===== src/rtl/pool_engine_multi_core_if.sv =====
// Bus bundle between the layer sequencer / feature-map BRAMs (master) and the
// multi-core pooling engine (slave).
interface pool_engine_multi_core_if #(
  parameter int unsigned CORES      = 4,
  parameter int unsigned DATA_W     = 16,
  parameter int unsigned IN_ADDR_W  = 13,
  parameter int unsigned OUT_ADDR_W = 11,
  parameter int unsigned SIZE_W     = 8
);
  logic                        start;
  logic                        mode;
  logic [SIZE_W-1:0]           map_size;
  logic [IN_ADDR_W-1:0]        in_base;
  logic [OUT_ADDR_W-1:0]       out_base;
  logic [CORES*IN_ADDR_W-1:0]  rd_addr;
  logic [CORES*DATA_W-1:0]     rd_data;
  logic [CORES-1:0]            wr_en;
  logic [CORES*OUT_ADDR_W-1:0] wr_addr;
  logic [CORES*DATA_W-1:0]     wr_data;
  logic                        busy;
  logic                        done;
  logic                        err;

  modport master (
    output start, mode, map_size, in_base, out_base, rd_data,
    input  rd_addr, wr_en, wr_addr, wr_data, busy, done, err
  );

  modport slave (
    input  start, mode, map_size, in_base, out_base, rd_data,
    output rd_addr, wr_en, wr_addr, wr_data, busy, done, err
  );
endinterface


===== src/rtl/pool_engine_multi_core.sv =====
// Multi-core 2x2/stride-2 average/max pooling engine, one shared address stream.
// Optional: define POOL_ROUND_EN to round average results half toward +inf.
module pool_engine_multi_core #(
  parameter int unsigned CORES      = 4,
  parameter int unsigned DATA_W     = 16,
  parameter int unsigned IN_ADDR_W  = 13,
  parameter int unsigned OUT_ADDR_W = 11,
  parameter int unsigned SIZE_W     = 8
) (
  input  logic                    clk,
  input  logic                    reset,
  pool_engine_multi_core_if.slave bus
);

  localparam int unsigned ACC_W = DATA_W + 2;
`ifdef POOL_ROUND_EN
  localparam logic signed [ACC_W-1:0] RND = ACC_W'(2);
`else
  localparam logic signed [ACC_W-1:0] RND = ACC_W'(0);
`endif

  typedef enum logic [1:0] {IDLE, RUN, FLUSH, FIN} state_t;

  state_t                  state_q, state_d;
  logic [2:0]              phase_q, phase_d;
  logic                    mode_q, mode_d;
  logic [SIZE_W-1:0]       size_q, size_d;
  logic [SIZE_W-1:0]       ox_q, ox_d;
  logic [SIZE_W-1:0]       oy_q, oy_d;
  logic [IN_ADDR_W-1:0]    win_addr_q, win_addr_d;
  logic [IN_ADDR_W-1:0]    row_addr_q, row_addr_d;
  logic [OUT_ADDR_W-1:0]   out_addr_q, out_addr_d;
  logic [IN_ADDR_W-1:0]    rd_addr_q, rd_addr_d;
  logic                    wr_en_q, wr_en_d;
  logic [OUT_ADDR_W-1:0]   wr_addr_q, wr_addr_d;
  logic [CORES*DATA_W-1:0] wr_data_q, wr_data_d;
  logic                    busy_q, busy_d;
  logic                    done_q, done_d;
  logic                    err_q, err_d;
  logic signed [ACC_W-1:0] acc_q [CORES];
  logic signed [ACC_W-1:0] acc_d [CORES];

  logic signed [ACC_W-1:0] samp_c [CORES];
  logic signed [ACC_W-1:0] sum_c  [CORES];
  logic signed [ACC_W-1:0] max_c  [CORES];
  logic [DATA_W-1:0]       avg_c  [CORES];
  logic [IN_ADDR_W-1:0]    stride_c;
  logic [SIZE_W-1:0]       half_c;
  logic                    last_col_c;
  logic                    last_win_c;

  assign stride_c   = IN_ADDR_W'(size_q);
  assign half_c     = size_q >> 1;
  assign last_col_c = (ox_q == half_c - SIZE_W'(1));
  assign last_win_c = last_col_c && (oy_q == half_c - SIZE_W'(1));

  // Per-lane datapath: sign-extended sample, running sum, running max, final average.
  always_comb begin
    for (int i = 0; i < CORES; i++) begin
      samp_c[i] = {{2{bus.rd_data[i*DATA_W + DATA_W - 1]}}, bus.rd_data[i*DATA_W +: DATA_W]};
      sum_c[i]  = acc_q[i] + samp_c[i];
      max_c[i]  = (samp_c[i] > acc_q[i]) ? samp_c[i] : acc_q[i];
      avg_c[i]  = DATA_W'((sum_c[i] + RND) >>> 2);
    end
  end

  always_comb begin
    state_d    = state_q;
    phase_d    = phase_q;
    mode_d     = mode_q;
    size_d     = size_q;
    ox_d       = ox_q;
    oy_d       = oy_q;
    win_addr_d = win_addr_q;
    row_addr_d = row_addr_q;
    out_addr_d = out_addr_q;
    rd_addr_d  = rd_addr_q;
    wr_en_d    = 1'b0;
    wr_addr_d  = wr_addr_q;
    wr_data_d  = wr_data_q;
    busy_d     = busy_q;
    done_d     = 1'b0;
    err_d      = err_q;
    acc_d      = acc_q;

    case (state_q)
      IDLE: begin
        if (bus.start) begin
          mode_d = bus.mode;
          size_d = bus.map_size;
          err_d  = 1'b0;
          if (bus.map_size[0] || (bus.map_size == '0)) begin
            err_d   = 1'b1;
            done_d  = 1'b1;
            state_d = FIN;
          end else begin
            state_d    = RUN;
            busy_d     = 1'b1;
            phase_d    = 3'd0;
            ox_d       = '0;
            oy_d       = '0;
            win_addr_d = bus.in_base;
            row_addr_d = bus.in_base;
            out_addr_d = bus.out_base;
            rd_addr_d  = bus.in_base;
          end
        end
      end

      RUN: begin
        // Read data lags the address by one cycle, so phase k+1 consumes sample k.
        case (phase_q)
          3'd0: begin
            rd_addr_d = win_addr_q + IN_ADDR_W'(1);
            phase_d   = 3'd1;
          end
          3'd1: begin
            for (int i = 0; i < CORES; i++) acc_d[i] = samp_c[i];
            rd_addr_d = win_addr_q + stride_c;
            phase_d   = 3'd2;
          end
          3'd2: begin
            for (int i = 0; i < CORES; i++) acc_d[i] = mode_q ? max_c[i] : sum_c[i];
            rd_addr_d = win_addr_q + stride_c + IN_ADDR_W'(1);
            phase_d   = 3'd3;
          end
          3'd3: begin
            for (int i = 0; i < CORES; i++) acc_d[i] = mode_q ? max_c[i] : sum_c[i];
            phase_d = 3'd4;
          end
          default: begin
            wr_en_d   = 1'b1;
            wr_addr_d = out_addr_q;
            for (int i = 0; i < CORES; i++) begin
              wr_data_d[i*DATA_W +: DATA_W] = mode_q ? max_c[i][DATA_W-1:0] : avg_c[i];
            end
            out_addr_d = out_addr_q + OUT_ADDR_W'(1);
            phase_d    = 3'd0;
            if (last_win_c) begin
              state_d = FLUSH;
            end else if (last_col_c) begin
              ox_d       = '0;
              oy_d       = oy_q + SIZE_W'(1);
              row_addr_d = row_addr_q + (stride_c << 1);
              win_addr_d = row_addr_q + (stride_c << 1);
              rd_addr_d  = row_addr_q + (stride_c << 1);
            end else begin
              ox_d       = ox_q + SIZE_W'(1);
              win_addr_d = win_addr_q + IN_ADDR_W'(2);
              rd_addr_d  = win_addr_q + IN_ADDR_W'(2);
            end
          end
        endcase
      end

      FLUSH: begin
        state_d = FIN;
        busy_d  = 1'b0;
        done_d  = 1'b1;
      end

      FIN: begin
        state_d = IDLE;
      end

      default: begin
        state_d = IDLE;
      end
    endcase
  end

  always_ff @(posedge clk or posedge reset) begin
    if (reset) begin
      state_q    <= IDLE;
      phase_q    <= '0;
      mode_q     <= 1'b0;
      size_q     <= '0;
      ox_q       <= '0;
      oy_q       <= '0;
      win_addr_q <= '0;
      row_addr_q <= '0;
      out_addr_q <= '0;
      rd_addr_q  <= '0;
      wr_en_q    <= 1'b0;
      wr_addr_q  <= '0;
      wr_data_q  <= '0;
      busy_q     <= 1'b0;
      done_q     <= 1'b0;
      err_q      <= 1'b0;
      for (int i = 0; i < CORES; i++) acc_q[i] <= '0;
    end else begin
      state_q    <= state_d;
      phase_q    <= phase_d;
      mode_q     <= mode_d;
      size_q     <= size_d;
      ox_q       <= ox_d;
      oy_q       <= oy_d;
      win_addr_q <= win_addr_d;
      row_addr_q <= row_addr_d;
      out_addr_q <= out_addr_d;
      rd_addr_q  <= rd_addr_d;
      wr_en_q    <= wr_en_d;
      wr_addr_q  <= wr_addr_d;
      wr_data_q  <= wr_data_d;
      busy_q     <= busy_d;
      done_q     <= done_d;
      err_q      <= err_d;
      for (int i = 0; i < CORES; i++) acc_q[i] <= acc_d[i];
    end
  end

  // Control and addresses are common to every lane.
  assign bus.rd_addr = {CORES{rd_addr_q}};
  assign bus.wr_en   = {CORES{wr_en_q}};
  assign bus.wr_addr = {CORES{wr_addr_q}};
  assign bus.wr_data = wr_data_q;
  assign bus.busy    = busy_q;
  assign bus.done    = done_q;
  assign bus.err     = err_q;

endmodule


===== src/flat_wrapper.sv =====
// flat-port wrapper written by rule: the top's interface ports become plain ports
module pool_engine_multi_core_flat 
#(
  parameter int unsigned CORES      = 4,
  parameter int unsigned DATA_W     = 16,
  parameter int unsigned IN_ADDR_W  = 13,
  parameter int unsigned OUT_ADDR_W = 11,
  parameter int unsigned SIZE_W     = 8
)
  (clk, reset, bus_start, bus_mode, bus_map_size, bus_in_base, bus_out_base, bus_rd_data, bus_rd_addr, bus_wr_en, bus_wr_addr, bus_wr_data, bus_busy, bus_done, bus_err);
  pool_engine_multi_core_if #(.CORES(CORES), .DATA_W(DATA_W), .IN_ADDR_W(IN_ADDR_W), .OUT_ADDR_W(OUT_ADDR_W), .SIZE_W(SIZE_W)) bus_i ();
  input  logic clk;
  input  logic reset;
  input wire logic [$bits(bus_i.start)-1:0] bus_start;
  input wire logic [$bits(bus_i.mode)-1:0] bus_mode;
  input wire logic [$bits(bus_i.map_size)-1:0] bus_map_size;
  input wire logic [$bits(bus_i.in_base)-1:0] bus_in_base;
  input wire logic [$bits(bus_i.out_base)-1:0] bus_out_base;
  input wire logic [$bits(bus_i.rd_data)-1:0] bus_rd_data;
  output wire logic [$bits(bus_i.rd_addr)-1:0] bus_rd_addr;
  output wire logic [$bits(bus_i.wr_en)-1:0] bus_wr_en;
  output wire logic [$bits(bus_i.wr_addr)-1:0] bus_wr_addr;
  output wire logic [$bits(bus_i.wr_data)-1:0] bus_wr_data;
  output wire logic [$bits(bus_i.busy)-1:0] bus_busy;
  output wire logic [$bits(bus_i.done)-1:0] bus_done;
  output wire logic [$bits(bus_i.err)-1:0] bus_err;
  assign bus_i.start = bus_start;
  assign bus_i.mode = bus_mode;
  assign bus_i.map_size = bus_map_size;
  assign bus_i.in_base = bus_in_base;
  assign bus_i.out_base = bus_out_base;
  assign bus_i.rd_data = bus_rd_data;
  assign bus_rd_addr = bus_i.rd_addr;
  assign bus_wr_en = bus_i.wr_en;
  assign bus_wr_addr = bus_i.wr_addr;
  assign bus_wr_data = bus_i.wr_data;
  assign bus_busy = bus_i.busy;
  assign bus_done = bus_i.done;
  assign bus_err = bus_i.err;
  pool_engine_multi_core #(.CORES(CORES), .DATA_W(DATA_W), .IN_ADDR_W(IN_ADDR_W), .OUT_ADDR_W(OUT_ADDR_W), .SIZE_W(SIZE_W)) u_core (.clk(clk), .reset(reset), .bus(bus_i));
endmodule

===== config.mk =====
export PLATFORM = sky130hd
export DESIGN_NAME = pool_engine_multi_core_flat
export DESIGN_NICKNAME = d
export VERILOG_FILES = /design/src/rtl/pool_engine_multi_core_if.sv /design/src/rtl/pool_engine_multi_core.sv /design/src/flat_wrapper.sv
export SDC_FILE = /design/constraint.sdc
export NUM_CORES = 1
export LEC_CHECK = 0
export CORE_ASPECT_RATIO = 2
export CORE_MARGIN = 3
export CORE_UTILIZATION = 55
export CTS_CLUSTER_DIAMETER = 200
export CTS_CLUSTER_SIZE = 16
export DETAILED_ROUTE_END_ITERATION = 12
export HOLD_SLACK_MARGIN = 0.15
export PLACE_DENSITY = 0.82
export SLEW_MARGIN = 5
export SYNTH_ARGS = -nofsm -noshare
export SYNTH_HDL_FRONTEND = slang
export SYNTH_SLANG_ARGS = --single-unit

===== constraint.sdc =====
create_clock -name clk -period 17 [get_ports clk]
set_input_delay 1.7 -clock clk [delete_from_list [all_inputs] [get_ports clk]]
set_output_delay 1.7 -clock clk [all_outputs]
set_load 0.05 [all_outputs]

==> results.md <==
- Worst R2R Path Depth: 11
- Finished Layout Cells: 2936
- Top_reg_cell synth: dfrtp_1
- Core area: 35100 um^2
- Worst hold path type: reg -> reg
- Clk buf depth: 3
- Unrepaired setup endpoints after global routing: no
- Total CTS buffers: 18
- Library cells used by synthesis: 89
- Final Net Count: 2762
- Via density: 6.45
- Remaining antenna violation count: 0
- Crit Path Category: in -> reg
- Setup WS post-layout: 11.81 ns
- Share of layout cells above drive strength 1: 0.0522
- Post-Route WL: 63800 um
- Fin. max-slew vios: 0
- Syn nets: 2653
- Maximum vdd ir drop: 0.000206 V
- Hold path depth: 2
- CP Cell Sequence: clkdlybuf4s50_1 -> ha_1 -> a21o_1 -> a21o_1 -> a221o_1 -> a221oi_1 -> o21ai_0 -> nor2_2 -> buf_4 -> mux2_2 -> a211oi_1 -> a211oi_1
- First-pass GRT wire length: 99500 um
- Tot GR Track Use: 0.320
- Avg Synthesized Cell Area: 8.23 um^2
- Worst path required time: 17.37 ns
- Clock sink total: 231
- Final Critical Period: 5.19 ns
- Initial core utilization: 0.559
- Std cell rows: 97
- 1st-pass router iterations: 5
- Fmax: 193 MHz
- Clock Latency Late Sink: 0.54 ns
- Remaining DRCs: 0
- Pwr per Cell Area: 218 nW/um^2
- Post-CTS setup buffers: 0
- Synth Cell Area: 19600 um^2
- DIE AREA: 38100 um^2
- Clock root cell: clkbuf_16
- Crit end category: flop
- Arr. time, crit path: 5.57 ns
- Clock Skew: 0.0304 ns
- Port bufs: 266
- Setup TNS: 0 ns
- CTS Hold Bufs: 0
- Initial antenna violation count: 1
- CP max FO: 14
- Status: completed
- GRT overflow: 0
- Post-Place Setup Slack: 11.34 ns
- Area grow syn2layout: 14.7%
- Area of the multi-input gates: 12200 um^2
- Final Hold Fails: 0
- Post-layout instance area: 22500 um^2
- Max-Cap Viols: 0
- Diodes inserted: 0
- CP top delay family: compound AO/OA/AOI/OAI gates
- Register Area: 5780 um^2
- Slew margin rel.: 0.213
- Post-Place Cells: 2915
- CTS tree: built
- Ports: 267
- Largest stage delay on the critical path: 0.55 ns
- Crit path launch: bus_rd_data[51]
- H-tree depth: 1
- CP Buf/Inv Count: 2
- Synthesized instance count: 2381
- Die W: 139 um
- Final setup viols: 0
- Synth Register Bits: 231
- CP Launch Type: primary input
- Die height: 273 um
- Hold path start: u_core.bus.wr_data[3]
- Worst path depth: 12
- Worst hold slack: 0.477 ns
- Fillers: 3071
- PostCTS Resize Cnt: 0
- Hpwl dp: 46800 um
- Measured slew at the worst slew-check pin: 1.15 ns
- Via count: 18945
- Routability congestion estimate: 1.04
- Slowest cell on crit path: nor2_2
- Synth async-reset ratio: 1.00
- Clock-pin slew on the worst setup and hold paths: 0.08 ns
- Vias in the first global route: 19265
- Register area share after synthesis: 0.295
- LEAKAGE: 9.75 nW
- Final period util: 0.306
- Post-DP Area: 22000 um^2
- Yosys warns: 0
- EDFF count, synth: 0
- Drt wl/cell: 21.7 um
- R2r startpoint: u_core.size_q[1]
- DR iter-0 viols: 1335
- Largest net degree at the start of global routing: 110
[synthesized netlist by cell type (22+ instances only)]
library cell | number | area (um^2)
dfrtp_1 | 231 | 5780
nand2_1 | 223 | 837
a21oi_1 | 184 | 921
nor2_1 | 175 | 657
ha_1 | 166 | 2080
inv_1 | 156 | 586
o21ai_0 | 147 | 736
clkbuf_1 | 99 | 372
buf_4 | 76 | 571
xnor2_1 | 73 | 639
nor3_1 | 65 | 325
a31oi_1 | 60 | 375
nand3_1 | 50 | 250
xor2_1 | 46 | 403
a211oi_1 | 44 | 330
mux2i_1 | 41 | 410
a21o_1 | 40 | 300
mux2_2 | 31 | 349
o31ai_1 | 31 | 233
or3_1 | 27 | 169
nand4_1 | 24 | 150
and3_1 | 23 | 144
nor2b_1 | 23 | 144
nand2b_1 | 22 | 138
[layer usage]
| layer | vias up | global-route usage | routed length [um] |
|---|---|---|---|
| met4 | 2 | 0.211 | 4650 |
| met1 | 9073 | 0.327 | 21600 |
| li1 | 8662 | - | - |
| met5 | - | 0 | 13 |
| met3 | 298 | 0.0352 | 3600 |
| met2 | 910 | 0.605 | 34000 |
[through the flow]
stage,total power [mW],util
after floorplan,3.54,-
after global placement,4.34,0.627
after detailed placement,4.43,0.627
after CTS,4.87,0.641
after global routing,5.22,0.641
final,4.90,0.641
[worst paths after layout]
kind	end	slack, ns
worst max-delay path	u_core.acc_q[11]	11.81
worst min-delay path	u_core.bus.wr_data[3]	0.48
worst max register to register	u_core.ox_q[7]	12.42
min in group asynchronous	u_core.wr_addr_q[4]	1.74
worst min register to register	u_core.bus.wr_data[3]	0.48
max in group asynchronous	u_core.mode_q	13.69
[worst min-delay path: cells and delay by family, from the launching register on]
kind | cells | cell delay, ns
AO/OA/AOI/OAI | 1 | 0.05
AND/OR/NAND/NOR | 1 | 0.05
flip-flops | 1 | 0.34
[cell type report]
| type | instances | area share |
|---|---|---|
| clock buffers | 20 | 0.0213 |
| multi-input cells | 1794 | 0.544 |
| inverters | 157 | 0.0265 |
| well taps | 445 | 0.0248 |
| clock inverters | 1 | 0.000501 |
| repair buffers | 288 | 0.126 |
| flip-flops and latches | 231 | 0.257 |
[cells in the final DEF, fill, tap and decap left out, types with 50 or more instances in the layout]
cell	netlist	layout
a31oi_1	60	59
ha_1	166	165
a21oi_1	184	184
xnor2_1	73	73
nand2_1	223	222
nor2_1	175	172
o21ai_0	147	147
inv_1	156	154
nand3_1	50	50
nor3_1	65	65
dfrtp_1	231	230
clkdlybuf4s50_1	0	266
[cell families after synthesis]
| logic type | share of synthesized area |
|---|---|
| AO/OA/AOI/OAI | 0.246 |
| AND/OR/NAND/NOR | 0.171 |
| buffers and inverters | 0.0842 |
| flip-flops | 0.295 |
| adder cells (fa/ha/maj) | 0.112 |
| XOR/XNOR | 0.0532 |
| multiplexers | 0.0387 |
[report_power, final]
group          total, mW  switching (mW)  internal, mW
logic               3.41            2.17          1.24
registers           1.08           0.302         0.779
clock network      0.416           0.215         0.201
total               4.90            2.69          2.22
[state kept, by name, indices dropped and copies added, names as in the netlist]
name	count
u_core.acc_q	72
u_core.bus.wr_data	64
u_core.rd_addr_q	13
u_core.row_addr_q	13
u_core.win_addr_q	13
u_core.out_addr_q	11
u_core.wr_addr_q	11
u_core.ox_q	8
u_core.oy_q	8
u_core.size_q	8
u_core.phase_q	3
u_core.state_q	2
u_core.bus.busy	1
u_core.bus.done	1
u_core.bus.err	1
u_core.mode_q	1
u_core.wr_en_q	1
No activity file was read; power rests on OpenSTA's default activity.
